### src/rtl/color_pkg.sv
// Shared color codes, target duty table and the color-to-target selector
// used by the LED driver top level.
package color_pkg;

    typedef enum logic [1:0] {
        COLOR_NATURAL = 2'b00,
        COLOR_WHITE   = 2'b01,
        COLOR_BLUE    = 2'b10,
        COLOR_ORANGE  = 2'b11
    } color_e;

    typedef struct packed {
        logic [7:0] r;
        logic [7:0] g;
        logic [7:0] b;
    } rgb_t;

    localparam rgb_t RGB_NATURAL = '{r: 8'd255, g: 8'd160, b: 8'd64};
    localparam rgb_t RGB_WHITE   = '{r: 8'd255, g: 8'd255, b: 8'd255};
    localparam rgb_t RGB_BLUE    = '{r: 8'd0,   g: 8'd0,   b: 8'd255};
    localparam rgb_t RGB_ORANGE  = '{r: 8'd255, g: 8'd96,  b: 8'd0};
    localparam rgb_t RGB_OFF     = '{r: 8'd0,   g: 8'd0,   b: 8'd0};

    // Target duties for a color code; a disabled light always targets black.
    function automatic rgb_t target_duty(input logic [1:0] color, input logic enable);
        rgb_t t;
        t = RGB_OFF;
        if (enable) begin
            case (color_e'(color))
                COLOR_NATURAL: t = RGB_NATURAL;
                COLOR_WHITE:   t = RGB_WHITE;
                COLOR_BLUE:    t = RGB_BLUE;
                COLOR_ORANGE:  t = RGB_ORANGE;
                default:       t = RGB_OFF;
            endcase
        end
        return t;
    endfunction

endpackage

### src/rtl/led_pwm_channel.sv
// One LED channel: duty ramps one step per fade tick toward its target,
// and the registered PWM output compares the shared counter with the duty.
module led_pwm_channel (
    input  logic       clk,
    input  logic       reset,
    input  logic       tick,
    input  logic [7:0] target,
    input  logic [7:0] pwm_cnt,
    output logic       led,
    output logic [7:0] duty,
    output logic       differs
);

    logic [7:0] duty_next;

    // Step by one toward the target on a tick; equality check stops at target.
    always_comb begin
        duty_next = duty;
        if (tick) begin
            if (duty < target)
                duty_next = duty + 8'd1;
            else if (duty > target)
                duty_next = duty - 8'd1;
        end
    end

    // Post-update duty versus current target, registered into busy by the top.
    assign differs = (duty_next != target);

    // Duty register and PWM compare (one-cycle latency from counter to led).
    always_ff @(posedge clk or posedge reset) begin
        if (reset) begin
            duty <= 8'd0;
            led  <= 1'b0;
        end else begin
            duty <= duty_next;
            led  <= (pwm_cnt < duty);
        end
    end

endmodule

### src/rtl/color_led_driver.sv
// RGB LED driver: selects target duties from the color code, fades each
// channel toward its target one step per prescaled tick, and drives PWM.
module color_led_driver
    import color_pkg::*;
#(
    parameter int FADE_DIV = 1000
) (
    input  logic       clk,
    input  logic       reset,
    input  logic [1:0] color,
    input  logic       enable,
    output logic       led_r,
    output logic       led_g,
    output logic       led_b,
    output logic       busy
);

    logic [15:0] presc;
    logic [7:0]  pwm_cnt;
    logic        tick;
    rgb_t        target;
    logic        differs_r;
    logic        differs_g;
    logic        differs_b;
    logic [7:0]  duty_r;
    logic [7:0]  duty_g;
    logic [7:0]  duty_b;

    // Targets follow the inputs every cycle; nothing is latched.
    always_comb begin
        target = target_duty(color, enable);
    end

    // Tick on the prescaler wrap cycle; FADE_DIV=1 keeps presc at 0 and ticks always.
    assign tick = (presc == 16'(FADE_DIV - 1));

    // Shared prescaler and free-running PWM counter.
    always_ff @(posedge clk or posedge reset) begin
        if (reset) begin
            presc   <= 16'd0;
            pwm_cnt <= 8'd0;
        end else begin
            presc   <= tick ? 16'd0 : presc + 16'd1;
            pwm_cnt <= pwm_cnt + 8'd1;
        end
    end

    // Busy reflects whether any post-update duty still differs from its target.
    always_ff @(posedge clk or posedge reset) begin
        if (reset)
            busy <= 1'b0;
        else
            busy <= differs_r | differs_g | differs_b;
    end

    led_pwm_channel u_ch_r (
        .clk     (clk),
        .reset   (reset),
        .tick    (tick),
        .target  (target.r),
        .pwm_cnt (pwm_cnt),
        .led     (led_r),
        .duty    (duty_r),
        .differs (differs_r)
    );

    led_pwm_channel u_ch_g (
        .clk     (clk),
        .reset   (reset),
        .tick    (tick),
        .target  (target.g),
        .pwm_cnt (pwm_cnt),
        .led     (led_g),
        .duty    (duty_g),
        .differs (differs_g)
    );

    led_pwm_channel u_ch_b (
        .clk     (clk),
        .reset   (reset),
        .tick    (tick),
        .target  (target.b),
        .pwm_cnt (pwm_cnt),
        .led     (led_b),
        .duty    (duty_b),
        .differs (differs_b)
    );

endmodule
### config.mk
export PLATFORM = sky130hd
export DESIGN_NAME = color_led_driver
export DESIGN_NICKNAME = d
export VERILOG_FILES = /design/src/rtl/color_pkg.sv /design/src/rtl/led_pwm_channel.sv /design/src/rtl/color_led_driver.sv
export SDC_FILE = /design/constraint.sdc
export NUM_CORES = 1
export LEC_CHECK = 0
export CAP_MARGIN = 20
export CORE_AREA = 3 3 79 99
export DETAILED_ROUTE_END_ITERATION = 8
export DIE_AREA = 0 0 82 102
export DONT_BUFFER_PORTS = 1
export GPL_TIMING_DRIVEN = 0
export PLACE_DENSITY = 0.86
export SYNTH_ARGS = -nofsm -noshare
export SYNTH_HDL_FRONTEND = slang
export SYNTH_SLANG_ARGS = --single-unit
### constraint.sdc
create_clock -name clk -period 5.21 [get_ports clk]
set_input_delay 1.563 -clock clk [delete_from_list [all_inputs] [get_ports clk]]
set_output_delay 1.563 -clock clk [all_outputs]
set_load 0.01 [all_outputs]
==> Yosys cells after proc, flatten, opt, wreduce, memory -nomap -nowiden <==
Cells that the tools add are included.
{ "totals": {"mem_bits_rw": 0, "word_cells": 48, "latchBits": 0, "inputBits": 5, "ff_bits": 52, "memories": 0, "out_inout_bits": 4, "mem_bits_ro": 0} }
{ "op_classes": {"n_reduce_logical": 1, "shift": 0, "bitwise": 2, "div": 0, "magnitude_cmp": 9, "n_eq_ne": 7, "n_mux": 12, "n_addsub": 8, "multipliers": 0} }
{ "ops": {"columns": ["cell", "n"], "rows": [
  ["24-bit one-hot mux with 4 select lines", 1],
  ["8-bit two-way mux", 9],
  ["8-bit < comparator", 6],
  ["8-bit by 1-bit adder with 8-bit output (second input constant)", 4],
  ["8-bit greater-than comparator", 3],
  ["24-bit two-way mux", 1],
  ["8-bit inequality test", 3],
  ["8-bit by 1-bit subtractor with 8-bit output (second input constant)", 3],
  ["16-bit by 1-bit adder with 16-bit output (second input constant)", 1],
  ["16-bit by 10-bit == test with 1-bit output (second input constant)", 1],
  ["16-bit two-way mux", 1],
  ["2-bit == test (second input constant)", 2],
  ["2-bit by 1-bit == test with 1-bit output (second input constant)", 1],
  ["2-bit zero test", 1],
  ["1-bit OR", 2]
]} }

==> Logic depth before layout (Yosys ltp) <==
{ "depth": {"ltp_word": 10, "mapped_depth": 15, "mapped_depth_nobuf": 14} }

==> Cells and area by module <==
Synthesis repeated with hierarchy kept, for this count alone.
{ "unflattened": {"hier_cells": 548, "area_unflattened_um2": 4949.7} }
{ "modules_own_cells": {"columns": ["module", "area_each_um2", "cells_each", "seq_area_each_um2", "instances"], "rows": [
  ["led_pwm_channel at u_ch_g ...", 1251.2, 150, 225.2, 2],
  ["led_pwm_channel at u_ch_b", 1241.2, 140, 225.2, 1],
  ["color_led_driver", 1206.2, 108, 625.6, 1]
]} }

==> Worst setup path after synthesis <==
Ideal clock, no wire load.
{ "synth_path": {"path_type": "input port to flip-flop", "start": "input port color[0]", "end": "register busy", "n_path_buf": 0, "arrival_time_ns": 5.055, "required_time_ns": 5.071, "setup_ns": 0.139, "setup_slack_ns": 0.017, "cell_stages": 13, "path_cell_list": "inv_1 ha_1 nand2_1 ha_1 a21o_1 a21o_1 a2111oi_4 mux2i_1 xnor2_1 or4_1 nor4b_2 o221ai_1 or4_1"} }
{ "synth_via": {"elab_cells_between_ends": 26, "cone_classes": "order compare: 6; eq/ne: 6; mux: 11; bitwise: 2; reduce/logical: 1"} }
{ "synth_lines": {"columns": ["element", "line", "text"], "rows": [
  ["start: declaration", "color_led_driver.sv:10", "input logic [1:0] color,"],
  ["2-bit == test (tied with other cells)", "color_pkg.sv:29", "case (color_e'(color))"],
  ["24-bit one-hot mux with 4 select lines *", "color_pkg.sv:29", null],
  ["24-bit two-way mux *", "color_pkg.sv:28", "if (enable) begin"],
  ["8-bit greater-than comparator", "led_pwm_channel.sv:22", "else if (duty > target)"],
  ["8-bit two-way mux", "led_pwm_channel.sv:22", null],
  ["8-bit two-way mux *", "led_pwm_channel.sv:20", "if (duty < target)"],
  ["8-bit two-way mux *", "led_pwm_channel.sv:19", "if (tick) begin"],
  ["net u_ch_b.duty_next[5]", "led_pwm_channel.sv:14", "logic [7:0] duty_next;"],
  ["8-bit inequality test *", "led_pwm_channel.sv:28", "assign differs = (duty_next != target);"],
  ["1-bit OR *", "color_led_driver.sv:53", "busy <= differs_r | differs_g | differs_b;"],
  ["end signal: assignment", "color_led_driver.sv:53", null],
  ["end: declaration", "color_led_driver.sv:15", "output logic busy"]
]} }
The timed path passes the listed nets; every way through them passes the cells marked *.

==> Worst setup path after layout <==
{ "layout_path": {"start": "input port color[0]", "end": "register busy"} }
{ "layout_via": {"elab_chain_len": 10, "elab_cells_between_ends": 26, "cone_classes": "order compare: 6; eq/ne: 6; mux: 11; bitwise: 2; reduce/logical: 1"} }
{ "layout_rtl": {"columns": ["element", "line"], "rows": [
  ["2-bit == test (tied with other cells)", "color_pkg.sv:29"],
  ["24-bit one-hot mux with 4 select lines *", "color_pkg.sv:29"],
  ["24-bit two-way mux *", "color_pkg.sv:28"],
  ["8-bit greater-than comparator", "led_pwm_channel.sv:22"],
  ["8-bit two-way mux", "led_pwm_channel.sv:22"],
  ["8-bit two-way mux *", "led_pwm_channel.sv:20"],
  ["8-bit two-way mux *", "led_pwm_channel.sv:19"],
  ["net u_ch_r.duty_next[7]", "led_pwm_channel.sv:14"],
  ["8-bit inequality test *", "led_pwm_channel.sv:28"],
  ["1-bit OR * (2 in series)", "color_led_driver.sv:53"]
]} }
Marked as above.

==> impl_metrics.json <==
{
  "fin_crit_sh": 0.9689,
  "clock_latency_ps": 310,
  "hp-class": "reg2reg",
  "crit_fanout": 13,
  "die_h_um": 102,
  "grt_pass1_wl_um": 14660,
  "cts.sinks": 52,
  "power_frac_comb": 0.139,
  "area_growth_pct": 8.713,
  "antenna_cells": 0,
  "syn_area_per_cell_um2": 9.563,
  "drc": 0,
  "p_per_area_nw_per_um2": 186.1,
  "netlist_instances": 431,
  "chipWidth_um": 82,
  "period_needed_ps": 5048,
  "switching_share": 0.2490,
  "vias": 3330,
  "dieArea_um2": 8364,
  "finalPower_uw": 833.9,
  "fin_nets": 505,
  "hpwl_um": 6647,
  "start_util": 0.5907,
  "async_flop_share": 1.000,
  "cp-end-kind": "register",
  "hold_buffers": 0,
  "cap_violations": 0,
  "routed_wl_um": 9043,
  "syn_nets": 490,
  "routed-wl-met2_um": 4639,
  "grt.total_usage": 0.2218,
  "ys_ff_latch": 52,
  "synth_flop_cell": "dfrtp_1",
  "cts_buffers": 5,
  "cp.arrival_ps": 5240,
  "final_cell_area_um2": 4481,
  "slew-limit-headroom": 0.5249,
  "seq_area_um2": 1301,
  "io_buffers": 0,
  "whs_ps": 468.0,
  "maxUsedRoutingLayer": "met4",
  "setup_viol": 0,
  "rows": 34,
  "grt_max_degree": 29,
  "leakage_nw": 2.052,
  "worst_clock_skew_ps": 15.87,
  "status": "finished clean",
  "clkPwrFrac": 0.364,
  "yosysSeqAreaShare": 0.3157,
  "final_core_util": 0.6422,
  "layout-drive-gt1-share": 0.08949,
  "clk_pin_slew_ps": 100,
  "holdPathStages": 1,
  "synth_edf_count": 0,
  "fmax_mhz": 198.1,
  "wl_met3_um": 323,
  "wl_met1_um": 3846,
  "overflow": 0,
  "dp_cells": 522,
  "first_global_vias": 3266,
  "vdd_drop_max_mv": 0.1589,
  "synth_warnings": 0,
  "critPathLaunchType": "input pin",
  "cts_buffer_depth": 2,
  "io_pins": 9,
  "fill_cells": 541,
  "p_seq_frac": 0.497,
  "gp_congestion": 0.8804,
  "htree_levels": 2,
  "slew_violations": 0,
  "crit_type": "in2reg",
  "post_drt_wl_per_cell_um": 16.84,
  "p_sw_uw": 207.7,
  "p_int_uw": 626.3,
  "core_um2": 6977,
  "hold_viol_final": 0,
  "r2r.worst_path.cells": 10,
  "syn-cell-area_um2": 4121,
  "rsz0062_at_grt": "false",
  "tightest_slew_ps": 703.8,
  "multi_input_area_um2": 2673,
  "ant_nets": 0,
  "antenna_found_initial": 0,
  "placed_area_um2": 4254,
  "synth_cell_types": 61,
  "cts_tree": "built",
  "required_ps": 5400,
  "vias_per_cell": 6.201,
  "final_cells": 537,
  "first_pass_iters": 4,
  "dr.first_iter.drc_count": 174,
  "root_buffer": "clkbuf_8"
}
[synth_stat cells, drive strengths merged, types with 2 or more instances]
cell type / count / area share
a2111oi: 3 / 0.011
nor4bb: 3 / 0.0073
o21ai: 10 / 0.012
dfrtp: 52 / 0.32
or4: 6 / 0.012
nand3: 23 / 0.028
a211oi: 3 / 0.0055
and2: 6 / 0.0094
or2: 2 / 0.0030
ha: 54 / 0.16
nor4: 12 / 0.026
xnor2: 32 / 0.068
o211ai: 2 / 0.0036
and4: 4 / 0.0085
a21oi: 12 / 0.015
inv: 35 / 0.032
xor2: 12 / 0.026
o41ai: 2 / 0.0043
and3: 7 / 0.011
a21o: 16 / 0.029
nor3: 9 / 0.011
buf: 3 / 0.0067
nand4: 18 / 0.027
clkbuf: 7 / 0.0088
nor2: 22 / 0.020
nor2b: 3 / 0.0046
mux2i: 15 / 0.036
nor4b: 2 / 0.0058
nand2: 26 / 0.024
nand2b: 9 / 0.014
o31ai: 2 / 0.0036
or3: 3 / 0.0049
[power groups by stage]
stage	Sequential, mW	Combinational, mW	Clock (mW)
2_1_floorplan	0.420	0.0796	0
3_3_place_gp	0.422	0.0934	0
3_5_place_dp	0.422	0.100	0
4_1_cts	0.414	0.101	0.306
5_1_grt	0.415	0.128	0.326
6_report	0.414	0.116	0.304
[metal layers]
metal  vias up  global-route usage
met5         -                   0
met4         0             0.08568
met3        21             0.03175
met2        90              0.3945
met1      1626              0.2667
li1       1593                   -
[worst paths after layout]
check | slack, ps | to | startpoint
worst max-delay path | 160 | busy$_DFF_PP0_ | color[0]
worst min-delay path | 470 | presc[0]$_DFF_PP0_ | presc[0]$_DFF_PP0_
worst max register to register | 1500 | busy$_DFF_PP0_ | u_ch_b.duty[5]$_DFF_PP0_
worst min register to register | 470 | presc[0]$_DFF_PP0_ | presc[0]$_DFF_PP0_
max in group asynchronous | 3500 | u_ch_g.led$_DFF_PP0_ | reset
min in group asynchronous | 1170 | presc[14]$_DFF_PP0_ | reset
[cell families after synthesis]
group	synth area share
simple gates	0.2271
compound gates	0.1102
fa+ha+maj	0.1639
flops	0.3157
xor+xnor	0.09927
buf+inv	0.04736
mux	0.03643
[area by class of cell]
cell class / instances / area share
Buffer: 10 / 0.01424
Clock buffer: 7 / 0.02150
Clock inverter: 1 / 0.006702
Inverter: 35 / 0.02932
Multi-Input combinational cell: 334 / 0.5965
Sequential cell: 52 / 0.2904
Tap cell: 90 / 0.02513
Timing Repair Buffer: 8 / 0.01620
[flip-flops by register name, summed over array words and instances (netlist names)]
signal,flops
presc,16
pwm_cnt,8
u_ch_b.duty,8
u_ch_g.duty,8
u_ch_r.duty,8
busy,1
u_ch_b.led,1
u_ch_g.led,1
u_ch_r.led,1
[metrics by stage]
stage	setup slack [ps]	TNS, ps
floorplan	16.73	0
global placement	-289.5	-289.5
detailed placement	-366.1	-366.1
CTS	36.04	0
global route	12.64	0
finish	162.2	0
[cell usage in the layout, fill, tap and decap left out, types with 2 or more instances in the layout]
master     synthesis  final
ha_1              54     53
o21ai_1            2      2
o211ai_1           2      2
and3_1             6      6
nand2b_1           9      9
nor3_1             9      9
dfrtp_1           52     52
xor2_1            12     12
clkbuf_1           6      6
mux2i_1           15     15
nor4_2             0      2
inv_1             35     34
a21oi_1           11     11
nor4b_2            1      2
nand2_1           26     25
or4_1              5      5
nor2b_1            3      3
a2111oi_0          2      2
buf_6              2      2
o21ai_0            8      8
nand4_1           18     18
xnor2_1           32     32
o31ai_1            2      2
nand3_1           23     23
buf_4              0      7
clkbuf_8           1      8
and4_1             4      4
a211oi_1           3      3
nor4_4             2      2
a21o_1            16     16
nor4bb_1           3      3
nor4_1            10      8
nor2_1            22     22
or3_1              2      2
and2_1             4      4
[what timing repair did]
item,in CTS,in global routing
pin swaps,1,3
setup endpoints to repair,1,1
setup buffers,0,7
resized for setup,0,8
[worst max-delay path, stage by stage]
cell	delay [ps]
inv_1	40
ha_1	190
nand2b_1	150
clkbuf_8	190
ha_1	330
and4_1	230
and3_1	170
clkbuf_1	190
a221oi_4	550
mux2i_1	330
xnor2_1	210
nand3_1	110
nor4_1	220
a41oi_1	210
or4_1	540
No activity file was read; power rests on OpenSTA's default activity.
